$ cat src/rtl/pipe_ctrl_pkg.sv
// Shared types for the pipeline control path: sequencer state encoding,
// legal parameter ranges and the per-stage write-enable bundle.
package pipe_ctrl_pkg;

    typedef enum logic [2:0] {
        ST_RUN      = 3'd0,
        ST_LU_STALL = 3'd1,
        ST_MEM_WAIT = 3'd2,
        ST_HALT     = 3'd3,
        ST_ERR      = 3'd4
    } ctrl_state_e;

    localparam int LU_BUBBLES_MIN = 1;
    localparam int LU_BUBBLES_MAX = 3;
    localparam int MAX_WAIT_MIN   = 1;
    localparam int MAX_WAIT_MAX   = 255;

    // Wide enough to count up to MAX_WAIT_MAX consecutive busy cycles.
    localparam int WAIT_W = 8;

    typedef struct packed {
        logic pc;
        logic ifid;
        logic back;
    } stage_en_t;

    localparam stage_en_t EN_ALL   = '{pc: 1'b1, ifid: 1'b1, back: 1'b1};
    localparam stage_en_t EN_NONE  = '{pc: 1'b0, ifid: 1'b0, back: 1'b0};
    localparam stage_en_t EN_DRAIN = '{pc: 1'b0, ifid: 1'b0, back: 1'b1};

    function automatic logic in_range(input int val, input int lo, input int hi);
        return (val >= lo) && (val <= hi);
    endfunction

endpackage

$ cat src/rtl/sat_counter.sv
// Up-counter that sticks at all-ones; clr restarts the count and, together
// with inc, lets the current cycle be counted as the first one.
module sat_counter
    import pipe_ctrl_pkg::*;
#(
    parameter int W = 8
) (
    input  logic         clk,
    input  logic         rst_n,
    input  logic         clr,
    input  logic         inc,
    output logic [W-1:0] count
);

    localparam logic [W-1:0] CNT_MAX = '1;

    always_ff @(posedge clk or negedge rst_n) begin
        if (!rst_n) begin
            count <= '0;
        end else if (clr) begin
            count <= inc ? W'(1) : '0;
        end else if (inc && (count != CNT_MAX)) begin
            count <= count + W'(1);
        end
    end

endmodule

$ cat src/rtl/pipe_hazard_ctrl.sv
// Stall/flush sequencer for the IF-ID-RR-EX-MEM-WB pipeline: owns load-use
// bubbles, memory freezes with timeout, halt/resume and a stall statistic.
module pipe_hazard_ctrl
    import pipe_ctrl_pkg::*;
#(
    parameter int LU_BUBBLES = 1,
    parameter int MAX_WAIT   = 15,
    parameter int CNT_W      = 16
) (
    input  logic             clk,
    input  logic             rst_n,
    input  logic             load_use_i,
    input  logic             mem_busy_i,
    input  logic             branch_taken_i,
    input  logic             halt_i,
    input  logic             resume_i,
    output logic             pc_we,
    output logic             ifid_we,
    output logic             idex_bubble,
    output logic             ifid_flush,
    output logic             idex_flush,
    output logic             back_we,
    output logic [2:0]       state_o,
    output logic             timeout_err,
    output logic [CNT_W-1:0] stall_cnt
);

    if (!in_range(LU_BUBBLES, LU_BUBBLES_MIN, LU_BUBBLES_MAX)) begin : g_bad_lu_bubbles
        $error("pipe_hazard_ctrl: LU_BUBBLES out of range");
    end
    if (!in_range(MAX_WAIT, MAX_WAIT_MIN, MAX_WAIT_MAX)) begin : g_bad_max_wait
        $error("pipe_hazard_ctrl: MAX_WAIT out of range");
    end

    localparam logic [1:0]        BUB_RELOAD = 2'(LU_BUBBLES - 1);
    localparam logic [WAIT_W-1:0] WAIT_LAST  = WAIT_W'(MAX_WAIT - 1);

    ctrl_state_e       state;
    ctrl_state_e       next_state;
    ctrl_state_e       saved_state;
    ctrl_state_e       eff_state;
    logic [1:0]        bub_cnt;
    logic [1:0]        bub_next;
    logic [WAIT_W-1:0] wait_cnt;
    logic              wait_clr;
    logic              wait_inc;
    logic              save_en;
    logic              err_set;
    stage_en_t         en;
    logic              bubble;
    logic              flush;

    // A released memory wait behaves exactly like the state it interrupted,
    // including that state's transition, in the same cycle.
    always_comb begin
        eff_state  = state;
        next_state = state;
        bub_next   = bub_cnt;
        en         = EN_NONE;
        bubble     = 1'b0;
        flush      = 1'b0;
        save_en    = 1'b0;
        wait_clr   = 1'b0;
        wait_inc   = 1'b0;
        err_set    = 1'b0;

        if ((state == ST_MEM_WAIT) && !mem_busy_i) begin
            eff_state = saved_state;
        end

        case (eff_state)
            ST_RUN, ST_LU_STALL: begin
                if (mem_busy_i) begin
                    save_en  = 1'b1;
                    wait_clr = 1'b1;
                    wait_inc = 1'b1;
                    if (MAX_WAIT == 1) begin
                        next_state = ST_ERR;
                        err_set    = 1'b1;
                    end else begin
                        next_state = ST_MEM_WAIT;
                    end
                end else if (branch_taken_i) begin
                    en         = EN_ALL;
                    flush      = 1'b1;
                    next_state = ST_RUN;
                end else if (eff_state == ST_LU_STALL) begin
                    en     = EN_DRAIN;
                    bubble = 1'b1;
                    if (bub_cnt <= 2'd1) begin
                        next_state = ST_RUN;
                    end else begin
                        bub_next   = bub_cnt - 2'd1;
                        next_state = ST_LU_STALL;
                    end
                end else if (halt_i) begin
                    en         = EN_DRAIN;
                    bubble     = 1'b1;
                    next_state = ST_HALT;
                end else if (load_use_i) begin
                    en     = EN_DRAIN;
                    bubble = 1'b1;
                    if (LU_BUBBLES > 1) begin
                        bub_next   = BUB_RELOAD;
                        next_state = ST_LU_STALL;
                    end else begin
                        next_state = ST_RUN;
                    end
                end else begin
                    en         = EN_ALL;
                    next_state = ST_RUN;
                end
            end

            // Only reached while memory is still busy; everything stays frozen.
            ST_MEM_WAIT: begin
                wait_inc = 1'b1;
                if (wait_cnt >= WAIT_LAST) begin
                    next_state = ST_ERR;
                    err_set    = 1'b1;
                end
            end

            ST_HALT: begin
                en     = EN_DRAIN;
                bubble = 1'b1;
                if (resume_i) begin
                    next_state = ST_RUN;
                end
            end

            default: begin
                next_state = ST_ERR;
            end
        endcase
    end

    always_ff @(posedge clk or negedge rst_n) begin
        if (!rst_n) begin
            state       <= ST_RUN;
            saved_state <= ST_RUN;
            bub_cnt     <= 2'd0;
            timeout_err <= 1'b0;
        end else begin
            state   <= next_state;
            bub_cnt <= bub_next;
            if (save_en) begin
                saved_state <= eff_state;
            end
            if (err_set) begin
                timeout_err <= 1'b1;
            end
        end
    end

    sat_counter #(.W(WAIT_W)) u_wait_cnt (
        .clk   (clk),
        .rst_n (rst_n),
        .clr   (wait_clr),
        .inc   (wait_inc),
        .count (wait_cnt)
    );

    sat_counter #(.W(CNT_W)) u_stall_cnt (
        .clk   (clk),
        .rst_n (rst_n),
        .clr   (1'b0),
        .inc   (!en.pc),
        .count (stall_cnt)
    );

    // Enables are forced low for the whole time reset is asserted.
    assign pc_we       = rst_n & en.pc;
    assign ifid_we     = rst_n & en.ifid;
    assign back_we     = rst_n & en.back;
    assign idex_bubble = rst_n & bubble;
    assign ifid_flush  = rst_n & flush;
    assign idex_flush  = rst_n & flush;
    assign state_o     = state;

endmodule

$ cat config.mk
export PLATFORM = sky130hd
export DESIGN_NAME = pipe_hazard_ctrl
export DESIGN_NICKNAME = d
export VERILOG_FILES = /design/src/rtl/pipe_ctrl_pkg.sv /design/src/rtl/sat_counter.sv /design/src/rtl/pipe_hazard_ctrl.sv
export SDC_FILE = /design/constraint.sdc
export NUM_CORES = 1
export LEC_CHECK = 0
export CORE_MARGIN = 4
export CORE_UTILIZATION = 41
export CTS_CLUSTER_DIAMETER = 120
export CTS_CLUSTER_SIZE = 14
export DETAILED_ROUTE_END_ITERATION = 6
export SLEW_MARGIN = 20
export SYNTH_ARGS = -nofsm -noshare
export SYNTH_HDL_FRONTEND = slang
export SYNTH_SLANG_ARGS = --single-unit
$ cat constraint.sdc
create_clock -name clk -period 2.8 [get_ports clk]
set_input_delay 0.56 -clock clk [delete_from_list [all_inputs] [get_ports clk]]
set_output_delay 0.56 -clock clk [all_outputs]
set_load 0.02 [all_outputs]
Word-level counts from Yosys, hierarchy flattened
Cells that the tools add are included.
{"block": "classes", "n_bitwise": 8, "n_reduce_logical": 10, "addsub": 3, "n_eq_ne": 8, "mux": 32, "order_cmp": 2}
{"cell": "two-way mux 3 bit", "count": 11}
{"cell": "adder 16 x 1 -> 16 bit (second input constant)", "count": 1}
{"cell": "two-way mux 8 bit", "count": 2}
{"cell": "!= test 16 bit (second input constant)", "count": 1}
{"cell": "two-way mux 1 bit", "count": 14}
{"cell": "== test 3 x 2 -> 1 bit (second input constant)", "count": 3}
{"cell": "case mux 3 bit (3 select lines)", "count": 1}
{"cell": "adder 8 x 1 -> 8 bit (second input constant)", "count": 1}
{"cell": ">= comparator 8 x 4 -> 1 bit (second input constant)", "count": 1}
{"cell": "!= test 8 bit (second input constant)", "count": 1}
{"cell": "case mux 3 bit (2 select lines)", "count": 1}
{"cell": "AND 1 bit", "count": 5}
{"cell": "AND reduction 5 bit", "count": 1}
{"cell": "!= test 2 bit (second input constant)", "count": 2}
{"cell": "case mux 1 bit (2 select lines)", "count": 2}
{"cell": "== test 3 x 1 -> 1 bit (second input constant)", "count": 1}
{"cell": "logical AND 1 bit", "count": 3}
{"cell": "zero test 3 bit", "count": 1}
{"cell": "NOT 1 bit", "count": 3}
{"cell": "<= comparator 2 x 1 -> 1 bit (second input constant)", "count": 1}
{"cell": "zero test 1 bit", "count": 2}
{"cell": "two-way mux 2 bit", "count": 1}
{"cell": "AND reduction 2 bit", "count": 1}
{"cell": "nonzero test 2 bit", "count": 1}
{"cell": "other kinds (2)", "count": 2}
{"block": "totals", "input_bits": 7, "register_bits": 33, "out_inout_bits": 26, "elab_cells": 69}

Longest topological paths before layout
Gate-level depths: netlist (run 1).
{"block": "logic_depth", "depth_word": 10, "depth_mapped": 7, "mapped_depth_nobuf": 7}

Modules after synthesis
From an unflattened synthesis (run 1), not the netlist that was laid out.
{"block": "unflattened", "hier_cells": 207, "area_unflattened_um2": 1941.9}
{"mod": "sat_counter (u_stall_cnt)", "instances": 1, "seq_area_each_um2": 400.4, "cells_per_inst": 102, "area_each_um2": 959.7}
{"mod": "pipe_hazard_ctrl", "instances": 1, "seq_area_each_um2": 225.2, "cells_per_inst": 58, "area_each_um2": 548.0}
{"mod": "sat_counter (u_wait_cnt)", "instances": 1, "seq_area_each_um2": 200.2, "cells_per_inst": 47, "area_each_um2": 434.2}

Least setup slack after synthesis (run 1)
Ideal clock, no wire load.
{"block": "synth_timing", "path_type": "input-to-output", "start": "in mem_busy_i", "end": "out idex_bubble", "path_buffers": 1, "setup_slack_ps": 427, "stages": 5, "t_required_ps": 2240, "arrival_time_ps": 1813, "path_cell_list": "buf_2 > nand4bb_1 > a21oi_2 > o211ai_1 > a21boi_0"}
{"block": "synth_between", "elab_chain_len": 9, "elab_cells_between_ends": 12, "cone_classes": "2 x eq/ne; 5 x mux; 1 x bitwise; 4 x reduce/logical"}
{"item": "start: declaration", "line_no": "pipe_hazard_ctrl.sv:13", "rtl": "input logic mem_busy_i,"}
{"item": "zero test 1 bit", "line_no": "pipe_hazard_ctrl.sv:67", "rtl": "if ((state == ST_MEM_WAIT) && !mem_busy_i) begin"}
{"item": "logical AND 1 bit", "line_no": "pipe_hazard_ctrl.sv:67"}
{"item": "two-way mux 3 bit", "line_no": "pipe_hazard_ctrl.sv:67"}
{"item": "== test 3 x 1 -> 1 bit", "line_no": "pipe_hazard_ctrl.sv:71, pipe_hazard_ctrl.sv:87"}
{"item": "two-way mux 1 bit", "line_no": "pipe_hazard_ctrl.sv:87", "rtl": "end else if (eff_state == ST_LU_STALL) begin"}
{"item": "two-way mux 1 bit", "line_no": "pipe_hazard_ctrl.sv:83", "rtl": "end else if (branch_taken_i) begin"}
{"item": "two-way mux 1 bit", "line_no": "pipe_hazard_ctrl.sv:73", "rtl": "if (mem_busy_i) begin"}
{"item": "case mux 1 bit (2 select lines) (*)", "line_no": "pipe_hazard_ctrl.sv:71", "rtl": "case (eff_state)"}
{"item": "AND 1 bit (*)", "line_no": "pipe_hazard_ctrl.sv:176", "rtl": "assign idex_bubble = rst_n & bubble;"}
{"item": "end: declaration", "line_no": "pipe_hazard_ctrl.sv:19", "rtl": "output logic idex_bubble,"}
Every way passes the cells marked *; elsewhere a longest branch is shown, timed or not.

Worst setup path after layout (run 1)
{"block": "layout_timing", "start": "in mem_busy_i", "end": "out back_we"}
{"block": "layout_between", "elab_chain_len": 9, "elab_cells_between_ends": 12, "cone_classes": "2 x eq/ne; 5 x mux; 1 x bitwise; 4 x reduce/logical"}
{"item": "zero test 1 bit", "line_no": "pipe_hazard_ctrl.sv:67"}
{"item": "logical AND 1 bit", "line_no": "pipe_hazard_ctrl.sv:67"}
{"item": "two-way mux 3 bit", "line_no": "pipe_hazard_ctrl.sv:67"}
{"item": "== test 3 x 1 -> 1 bit", "line_no": "pipe_hazard_ctrl.sv:71, pipe_hazard_ctrl.sv:87"}
{"item": "two-way mux 3 bit", "line_no": "pipe_hazard_ctrl.sv:87"}
{"item": "two-way mux 3 bit", "line_no": "pipe_hazard_ctrl.sv:83"}
{"item": "two-way mux 3 bit", "line_no": "pipe_hazard_ctrl.sv:73"}
{"item": "case mux 3 bit (2 select lines) (*)", "line_no": "pipe_hazard_ctrl.sv:71"}
{"item": "AND 1 bit (*)", "line_no": "pipe_hazard_ctrl.sv:175", "rtl": "assign back_we = rst_n & en.back;"}
{"item": "end: declaration", "line_no": "pipe_hazard_ctrl.sv:22", "rtl": "output logic back_we,"}
Marked as above.

==> summary.md, run 1 <==
| Metric | Value |
|---|---|
| Status | `completed` |
| Critical Path RT | `2.24 ns` |
| Power density over cell area | `753 nW/um^2` |
| Internal | `0.00114 W` |
| Fmax | `0.371 GHz` |
| Multi-input gate area | `983 um^2` |
| Die width | `75.5 um` |
| Die Ht | `75.5 um` |
| FF/Latch Area | `826 um^2` |
| Tot Pwr | `0.00183 W` |
| Clock root buffer | `clkbuf_8` |
| # rows | `24` |
| Gp weighted congestion | `0.929` |
| Share of cells above drive strength 1 | `17.3%` |
| P_sw | `0.000692 W` |
| GRT Total Usage | `16.0%` |
| Hold_ws | `0.475 ns` |
| Final core utilization | `55.5%` |
| CP Class | `in2out` |
| DP HPWL | `3130 um` |
| Vias in the first global route | `1548` |
| Sw Ratio | `37.8%` |
| Number of synthesized flops with an enable pin | `0` |
| #FFs+latches synth | `33` |
| Final setup fails | `0` |
| CTS buffer count | `5` |
| Residual DRC | `0` |
| H-tree levels | `2` |
| Clock skew | `0.00564 ns` |
| Final period utilization | `96.4%` |
| Port bufs | `32` |
| Final-layout fill cell count | `393` |
| Core area | `4380 um^2` |
| Place WS | `-0.214 ns` |
| Iteration-0 DRC Markers | `64` |
| Clock sinks | `33` |
| Clk buf depth | `2` |
| Wirelength per Cell | `14.5 um` |
| Later-pin clock latency in the skew report | `0.28 ns` |
| Worst-margin pin slew | `0.719 ns` |
| Main flop type after synthesis | `dfrtp_1` |
| Syn nets | `198` |
| Routed vias | `1602` |
| Starting density of the core | `42.7%` |
| VDD IR max | `0.523 mV` |
| Setup ws final | `0.102 ns` |
| Crit. End Element | `primary output` |
| Hold buffers post-CTS | `0` |
| Slew headroom | `52.1%` |
| Combinational share of power | `38.2%` |
| Vias/cell | `5.54` |
| Power share of the clock group | `19.4%` |
| Sequential share of the synthesized area | `44.1%` |
| Grt total ovfl | `0` |
| Clock transition at path regs | `0.06 ns` |
| Die area | `5710 um^2` |
| YS warnings | `0` |
| Final hold violations | `0` |
| Fin nets | `248` |
| Async SR Flop Fraction | `100%` |
| Pin count of the biggest net entering global routing | `22` |
| DRT Wirelength | `4190 um` |
| Min-delay worst type | `reg2reg` |
| Layout area overhead | `30.0%` |
| Syn_area_per_cell | `10.0 um^2` |
| RSZ-0062 raised after global routing | `false` |
| Unique masters post-synth | `51` |
| MaxCap Viol Count | `0` |
| Crit path max fanout | `5` |
| Synth Instances | `187` |
| Diodes inserted | `0` |
| Critical path arrival | `2.14 ns` |
| Final ANT Viol Nets | `0` |
| First-pass GRT wire length | `6990 um` |
| Detailed Routing Iterations Pass 1 | `4` |
| Reg power frac | `42.4%` |
| CTS tree | `built` |
| Final worst path period need | `2.70 ns` |
| Antenna violations before repair | `0` |
| Slew Limit Fails | `0` |
| Leakage Power | `1.10 nW` |
| Syn Std Cell Area | `1870 um^2` |
| Top-Level Pins | `33` |
| CP startpoint kind | `primary input` |
==> layout by cell type, fill, tap and decap left out, types with 2 or more instances in the layout <==
cell,instances
or2_2,2
nand2b_1,3
o31a_1,2
nor3_1,7
ha_1,4
inv_1,6
clkdlybuf4s50_1,26
nand3_1,11
nor2_2,2
buf_4,16
and2_1,2
or4_1,4
or3_1,6
mux2_1,2
a21boi_0,2
dfrtp_1,33
a21oi_1,6
o21ai_0,7
nand4_1,2
o211ai_1,4
nor3_2,2
and3_1,5
xor2_1,14
clkbuf_8,6
nor2_1,10
a31oi_1,2
nor4_2,2
clkbuf_2,3
nand2_1,17
nor4b_1,2
dlymetal6s2s_1,2
==> state kept, by name, summed over array words and instances, names as in the netlist <==
register	flops
saved_state	3
u_wait_cnt.count	8
bub_cnt	2
state_o	3
u_stall_cnt.count	16
timeout_err	1
==> area by class of cell <==
| cell class | instances | share of cell area, % |
|---|---|---|
| Sequential cell | 33 | 34.0 |
| Inverter | 6 | 0.926 |
| Clock buffer | 7 | 3.55 |
| Multi-Input combinational cell | 142 | 40.4 |
| Tap cell | 52 | 2.67 |
| Timing Repair Buffer | 49 | 18.5 |
==> power by group through the flow <==
stage	registers, W	logic, W	clock network, W
floorplan	0.000856	0.000307	0
global placement	0.000777	0.000691	0
detailed placement	0.000781	0.000706	0
CTS	0.000776	0.000709	0.000369
global route	0.000798	0.000763	0.000383
finish	0.000776	0.000700	0.000355
==> metrics by stage <==
| step | area, um^2 | instances | TNS (ns) |
|---|---|---|---|
| CTS | 2420 | 287 | 0 |
| global route | 2430 | 289 | 0 |
| floorplan | 1870 | 187 | 0 |
| finish | 2430 | 289 | 0 |
| global placement | 2340 | 280 | -0.598 |
| detailed placement | 2340 | 280 | -0.875 |
==> cells by family after synthesis <==
logic type | Yosys count | share of synthesized area [%]
DFF | 33 | 44.1
AOI/OAI and AO/OA | 33 | 12.9
buffers and inverters | 12 | 3.54
muxes | 4 | 2.54
and+or+nand+nor | 86 | 27.2
xor gates and xnor gates | 15 | 7.02
adders and majority gates | 4 | 2.68
==> metal layers <==
metal	GRT usage, %	up-vias	part of all wire, %
met4	6.80	0	1.5
met2	25.0	47	46
met3	3.69	7	5.3
li1	-	780	-
met1	21.3	768	47
met5	0	-	0
==> synth_stat cells (2+ instances only) <==
| library cell | count | share of area (%) |
|---|---|---|
| and3_1 | 5 | 1.7 |
| nor3_1 | 8 | 2.1 |
| nand4_1 | 2 | 0.67 |
| o31a_1 | 2 | 0.94 |
| or3_1 | 6 | 2.0 |
| nand2_1 | 17 | 3.4 |
| nand3_1 | 11 | 2.9 |
| a31oi_1 | 2 | 0.67 |
| inv_1 | 6 | 1.2 |
| xor2_1 | 14 | 6.6 |
| a21oi_1 | 6 | 1.6 |
| and2_1 | 2 | 0.67 |
| buf_4 | 3 | 1.2 |
| nor4b_1 | 2 | 0.94 |
| buf_2 | 2 | 0.54 |
| ha_1 | 4 | 2.7 |
| nor2_2 | 2 | 0.67 |
| nor4_2 | 2 | 1.3 |
| mux2_1 | 2 | 1.2 |
| o21ai_0 | 7 | 1.9 |
| a21boi_0 | 2 | 0.80 |
| nor2_1 | 10 | 2.0 |
| or2_2 | 2 | 0.67 |
| nand2b_1 | 3 | 1.0 |
| or4_1 | 4 | 1.6 |
| dfrtp_1 | 33 | 44 |
| o211ai_1 | 4 | 1.6 |
==> worst paths after layout <==
| kind | startpoint | to | slack (ns) | cells after the start |
|---|---|---|---|---|
| worst max-delay path | mem_busy_i | back_we | 0.10 | 6 |
| worst min-delay path | bub_cnt[0] | bub_cnt[0] | 0.48 | 1 |
| worst max register to register | state_o[0] | u_stall_cnt.count[14] | 0.61 | 7 |
| worst min register to register | bub_cnt[0] | bub_cnt[0] | 0.48 | 1 |
| max in group asynchronous | rst_n | u_stall_cnt.count[1] | 1.79 | 2 |
| min in group asynchronous | rst_n | u_stall_cnt.count[12] | 0.75 | 2 |
==> worst max-delay path, cell delays in order <==
cell             delay, ns
clkdlybuf4s50_1       0.47
buf_4                 0.17
or3_1                 0.38
nand3_1               0.14
a21boi_0              0.09
dlygate4sd2_1         0.32
==> repair_timing <==
item                                    CTS  global route
gates resized for setup                   5             9
endpoints found under the setup margin    6             5
setup buffers                             0             2
pin swaps                                 0             1
(Power assumes the default switching activity.)
==> run 2, diff against run 1 <==
Settings changed: GPL_TIMING_DRIVEN from default to 0.
==> run 2 against run 1 <==
Sequential share of layout area grew 0.82 points. Register-to-register slack got worse by 0.02 ns. First-iteration DRC count fell by 22%. Utilization decreased by 1.2 points. Cell count is 3.5% lower. Combinational power is 2% lower. Worst setup slack gained 0.088 ns. Critical path depth decreased by 2.
==> summary.md, run 2 (synthesis results as in run 1) <==
| Metric | Value |
|---|---|
| Final setup fails | `0` |
| First-pass GRT wire length | `6810 um` |
| Critical path arrival | `2.05 ns` |
| Core area | `4380 um^2` |
| Residual DRC | `0` |
| Layout area overhead | `27.2%` |
| Hold_ws | `0.0782 ns` |
| RSZ-0062 raised after global routing | `false` |
| Die area | `5710 um^2` |
| Multi-input gate area | `990 um^2` |
| GRT Total Usage | `15.4%` |
| # rows | `24` |
| Diodes inserted | `0` |
| CP startpoint kind | `flop` |
| Die width | `75.5 um` |
| Iteration-0 DRC Markers | `50` |
| Clock skew | `0.00306 ns` |
| Gp weighted congestion | `0.856` |
| DP HPWL | `2930 um` |
| Top reg by flops | `u_stall_cnt.count` |
| Slew headroom | `64.7%` |
| Pin count of the biggest net entering global routing | `35` |
| Later-pin clock latency in the skew report | `0.28 ns` |
| Clock transition at path regs | `0.07 ns` |
| Clock sinks | `33` |
| VDD IR max | `0.488 mV` |
| FF/Latch Area | `827 um^2` |
| CP Class | `reg2out` |
| Starting density of the core | `42.7%` |
| Vias/cell | `5.64` |
| Final period utilization | `93.2%` |
| Clock root buffer | `clkbuf_8` |
| Fin nets | `237` |
| Wirelength per Cell | `14.6 um` |
| H-tree levels | `2` |
| Clk buf depth | `2` |
| Final-layout fill cell count | `403` |
| CTS buffer count | `5` |
| Critical Path RT | `2.24 ns` |
| CTS tree | `built` |
| Hold buffers post-CTS | `0` |
| Largest registers | `u_stall_cnt.count: 16 flops, u_wait_cnt.count: 8 flops` |
| Antenna violations before repair | `0` |
| Vias in the first global route | `1497` |
| Share of cells above drive strength 1 | `14.5%` |
| Slew Limit Fails | `0` |
| Final hold violations | `0` |
| Most common cell after layout, fill and taps aside | `dfrtp_1` |
| Port bufs | `31` |
| Die Ht | `75.5 um` |
| Worst-margin pin slew | `0.523 ns` |
| Grt total ovfl | `0` |
| Cells on worst reg2reg path | `7` |
| Most frequent cells in the layout | `dfrtp_1 (32), clkdlybuf4s50_1 (25), nand2_1 (17), xor2_1 (14), nand3_1 (11)` |
| Fmax | `0.383 GHz` |
| Power density over cell area | `778 nW/um^2` |
| Final ANT Viol Nets | `0` |
| Routed vias | `1573` |
| Final core utilization | `54.3%` |
| Max FFs per register | `16` |
| MaxCap Viol Count | `0` |
| Crit path max fanout | `7` |
| Min-delay worst type | `in2async` |
| Crit. End Element | `primary output` |
| Status | `completed` |
| DRT Wirelength | `4060 um` |
| Detailed Routing Iterations Pass 1 | `4` |
| Top-Level Pins | `33` |
| Final worst path period need | `2.61 ns` |
| Number of setup buffers added after CTS | `0` |
| Leakage Power | `1.07 nW` |
run 2: final cells by class:
cell class,instances,share of cell area [%]
Inverter,6,0.947
Timing Repair Buffer,32,13.8
Tap cell,52,2.74
Buffer,6,1.84
Clock buffer,7,4.05
Clock inverter,1,0.210
Sequential cell,33,34.8
Multi-Input combinational cell,142,41.6
run 2: report_power, final:
group,switching [W],internal [W]
Sequential,0.000175,0.000601
Clock,0.000169,0.000222
Combinational,0.000351,0.000333
Total,0.000695,0.00116
run 2: critical path, cell delays in order, from the launching register on:
cell and delay, ns:
dfrtp_1 0.45, o31a_1 0.36, nor3_4 0.16, and3_1 0.20, clkdlybuf4s50_1 0.60
run 2: per-stage QoR:
| step | setup slack [ns] | TNS, ns | area [um^2] | std cells | power [W] |
|---|---|---|---|---|---|
| 2_1_floorplan | 0.427 | 0 | 1870 | 187 | 0.00116 |
| 3_3_place_gp | -0.964 | -5.25 | 2250 | 270 | 0.00145 |
| 3_5_place_dp | -0.0470 | -0.0470 | 2260 | 271 | 0.00147 |
| 4_1_cts | 0.0355 | 0 | 2360 | 279 | 0.00187 |
| 5_1_grt | 0.0708 | 0 | 2380 | 279 | 0.00198 |
| 6_report | 0.189 | 0 | 2380 | 279 | 0.00185 |
run 2: worst paths after layout:
check	slack, ns	endpoint	start
worst max-delay path	0.19	idex_flush	state_o[0]
worst min-delay path	0.08	saved_state[1]	rst_n
worst max register to register	0.59	u_stall_cnt.count[13]	u_stall_cnt.count[0]
worst min register to register	0.46	timeout_err	timeout_err
max in group asynchronous	2.33	state_o[1]	rst_n
min in group clk	0.46	timeout_err	timeout_err
run 2: timing repair:
item	CTS	global route
gates resized for setup	4	4
pin swaps	1	0
endpoints found under the setup margin	4	3
run 2: metal layers:
metal  GRT usage, %  up-vias  routed length [um]
met2           23.9       44                1870
met3           4.88        9                 254
met1           20.4      764                1890
met5              0        -                   0
li1               -      756                   -
met4           5.44        0                  53
==> run 3, diff against run 2 <==
==> constraint.sdc (replaced) <==
create_clock -name clk -period 2.8 [get_ports clk]
set_input_delay 0.84 -clock clk [delete_from_list [all_inputs] [get_ports clk]]
set_output_delay 0.84 -clock clk [all_outputs]
set_load 0.02 [all_outputs]
==> run 3 against run 2 <==
Clock power down 13%. Flip-flop and latch count unchanged. Register-to-register slack gained 0.08 ns. Cell area rose by 0.11%. Via count fell by 1.6%. Critical endpoint is now ifid_we. Highest routed layer unchanged.
==> summary.md, run 3 (synthesis results as in run 1) <==
| Metric | Value |
|---|---|
| Status | `completed` |
| Crit. End Element | `primary output` |
| Slew Limit Fails | `0` |
| Clock sinks | `33` |
| Wirelength per Cell | `14.5 um` |
| Detailed Routing Iterations Pass 1 | `4` |
| Gp weighted congestion | `0.880` |
| CTS buffer count | `5` |
| Sw Ratio | `38.7%` |
| Max FFs per register | `16` |
| Fmax | `0.367 GHz` |
| Later-pin clock latency in the skew report | `0.28 ns` |
| DP HPWL | `2960 um` |
| Fin nets | `238` |
| Clk buf depth | `2` |
| # rows | `24` |
| Final setup fails | `0` |
| Leakage Power | `1.03 nW` |
| Reg power frac | `43.3%` |
| Cell Area, Placed | `2280 um^2` |
| CTS tree | `built` |
| Internal | `0.00111 W` |
| Diodes inserted | `0` |
| Starting density of the core | `42.7%` |
| CP Class | `in2out` |
| Die width | `75.5 um` |
| Top-Level Pins | `33` |
| Worst-margin pin slew | `0.620 ns` |
| P_sw | `0.000701 W` |
| Power density over cell area | `761 nW/um^2` |
| Final hold violations | `0` |
| Cells on worst reg2reg path | `7` |
| Grt total ovfl | `0` |
| DRT Wirelength | `4070 um` |
| GRT Total Usage | `16.1%` |
| H-tree levels | `2` |
| Residual DRC | `0` |
| RSZ-0062 raised after global routing | `false` |
| Pin count of the biggest net entering global routing | `27` |
| Layout area overhead | `27.3%` |
| Antenna violations before repair | `0` |
| Routed vias | `1548` |
| First-pass GRT wire length | `7130 um` |
| Most frequent cells in the layout | `dfrtp_1 (32), clkdlybuf4s50_1 (21), nand2_1 (17), xor2_1 (14), nand3_1 (11)` |
| Combinational share of power | `37.9%` |
| Vias in the first global route | `1545` |
| Hold_ws | `0.424 ns` |
| Die area | `5710 um^2` |
| Die Ht | `75.5 um` |
| Power share of the clock group | `18.8%` |
| Crit path max fanout | `10` |
| Clock root buffer | `clkbuf_8` |
| Final period utilization | `97.4%` |
| Critical path arrival | `1.89 ns` |
| Port bufs | `31` |
| CP startpoint kind | `primary input` |
| Final ANT Viol Nets | `0` |
| VDD IR max | `0.527 mV` |
| Min-delay worst type | `in2async` |
| MaxCap Viol Count | `0` |
| Slew headroom | `58.1%` |
| Share of cells above drive strength 1 | `16.7%` |
| Largest registers | `u_stall_cnt.count: 16 flops, u_wait_cnt.count: 8 flops` |
| Post-layout instance area | `2380 um^2` |
| Final worst path period need | `2.73 ns` |
| Vias/cell | `5.53` |
| Top reg by flops | `u_stall_cnt.count` |
| Core area | `4380 um^2` |
| Clock skew | `0.00594 ns` |
| Clock transition at path regs | `0.07 ns` |
| Iteration-0 DRC Markers | `62` |
| Most common cell after layout, fill and taps aside | `dfrtp_1` |
| Critical Path RT | `1.96 ns` |
==> run 3: cell count changes in the layout (fill, tap and decap cells not counted), sizes merged <==
cell and change:
clkbuf +1, dlymetal6s2s -2, clkdlybuf4s50 -4, clkinv -1
dlygate4sd2 +3, buf +4
==> run 3: what timing repair did <==
item / in CTS / in global routing
pin swaps: 3 / 5
resized for setup: 27 / 6
hold buffers: 0 / 0
buffers inserted: 2 / 0
setup endpoints to repair: 6 / 4
==> run 3: through the flow <==
step / util (%) / total power [W] / TNS [ns] / setup WS, ns / instances
6_report: 54.3 / 0.00181 / 0 / 0.0720 / 280
5_1_grt: 54.3 / 0.00193 / 0 / 0.00552 / 280
4_1_cts: 54.3 / 0.00183 / -0.0226 / -0.0226 / 281
3_5_place_dp: 52.1 / 0.00147 / -2.44 / -0.545 / 271
3_3_place_gp: 51.7 / 0.00146 / -8.78 / -1.55 / 270
2_1_floorplan: - / 0.00117 / 0 / 0.00624 / 187
==> run 3: power groups by stage <==
stage | registers [W] | clock network, W | logic [W]
2_1_floorplan | 0.000861 | 0 | 0.000309
3_3_place_gp | 0.000779 | 0 | 0.000676
3_5_place_dp | 0.000784 | 0 | 0.000690
4_1_cts | 0.000781 | 0.000353 | 0.000697
5_1_grt | 0.000802 | 0.000372 | 0.000753
6_report | 0.000784 | 0.000341 | 0.000687
==> run 3: worst max-delay path, stage by stage <==
cell,delay [ns]
buf_12,0.11
nand4bb_4,0.23
a211o_1,0.36
a21oi_2,0.14
nor2_2,0.05
buf_2,0.15
==> run 3: worst paths after layout <==
check	slack, ns	startpoint	end
setup / recovery	0.07	mem_busy_i	ifid_we
hold / removal	0.42	rst_n	timeout_err
setup reg to reg	0.67	u_stall_cnt.count[0]	u_stall_cnt.count[7]
hold reg to reg	0.49	timeout_err	timeout_err
max in group asynchronous	1.95	rst_n	state_o[0]
min in group clk	0.49	timeout_err	timeout_err
==> run 3: cell type report <==
| cell class | count | area [um^2] |
|---|---|---|
| multi-input cells | 142 | 1010 |
| well taps | 52 | 65.1 |
| repair buffers | 34 | 327 |
| flip-flops and latches | 33 | 827 |
| inverters | 6 | 22.5 |
| clock buffers | 8 | 80.1 |
| plain buffers | 5 | 51.3 |
| fillers | 418 | 2000 |
==> run 3: routing by layer <==
metal  GRT usage [%]  part of all wire [%]
met4            4.66                   1.2
met3            5.28                   6.8
met1            22.0                    47
met5               0                     0
met2            24.5                    45
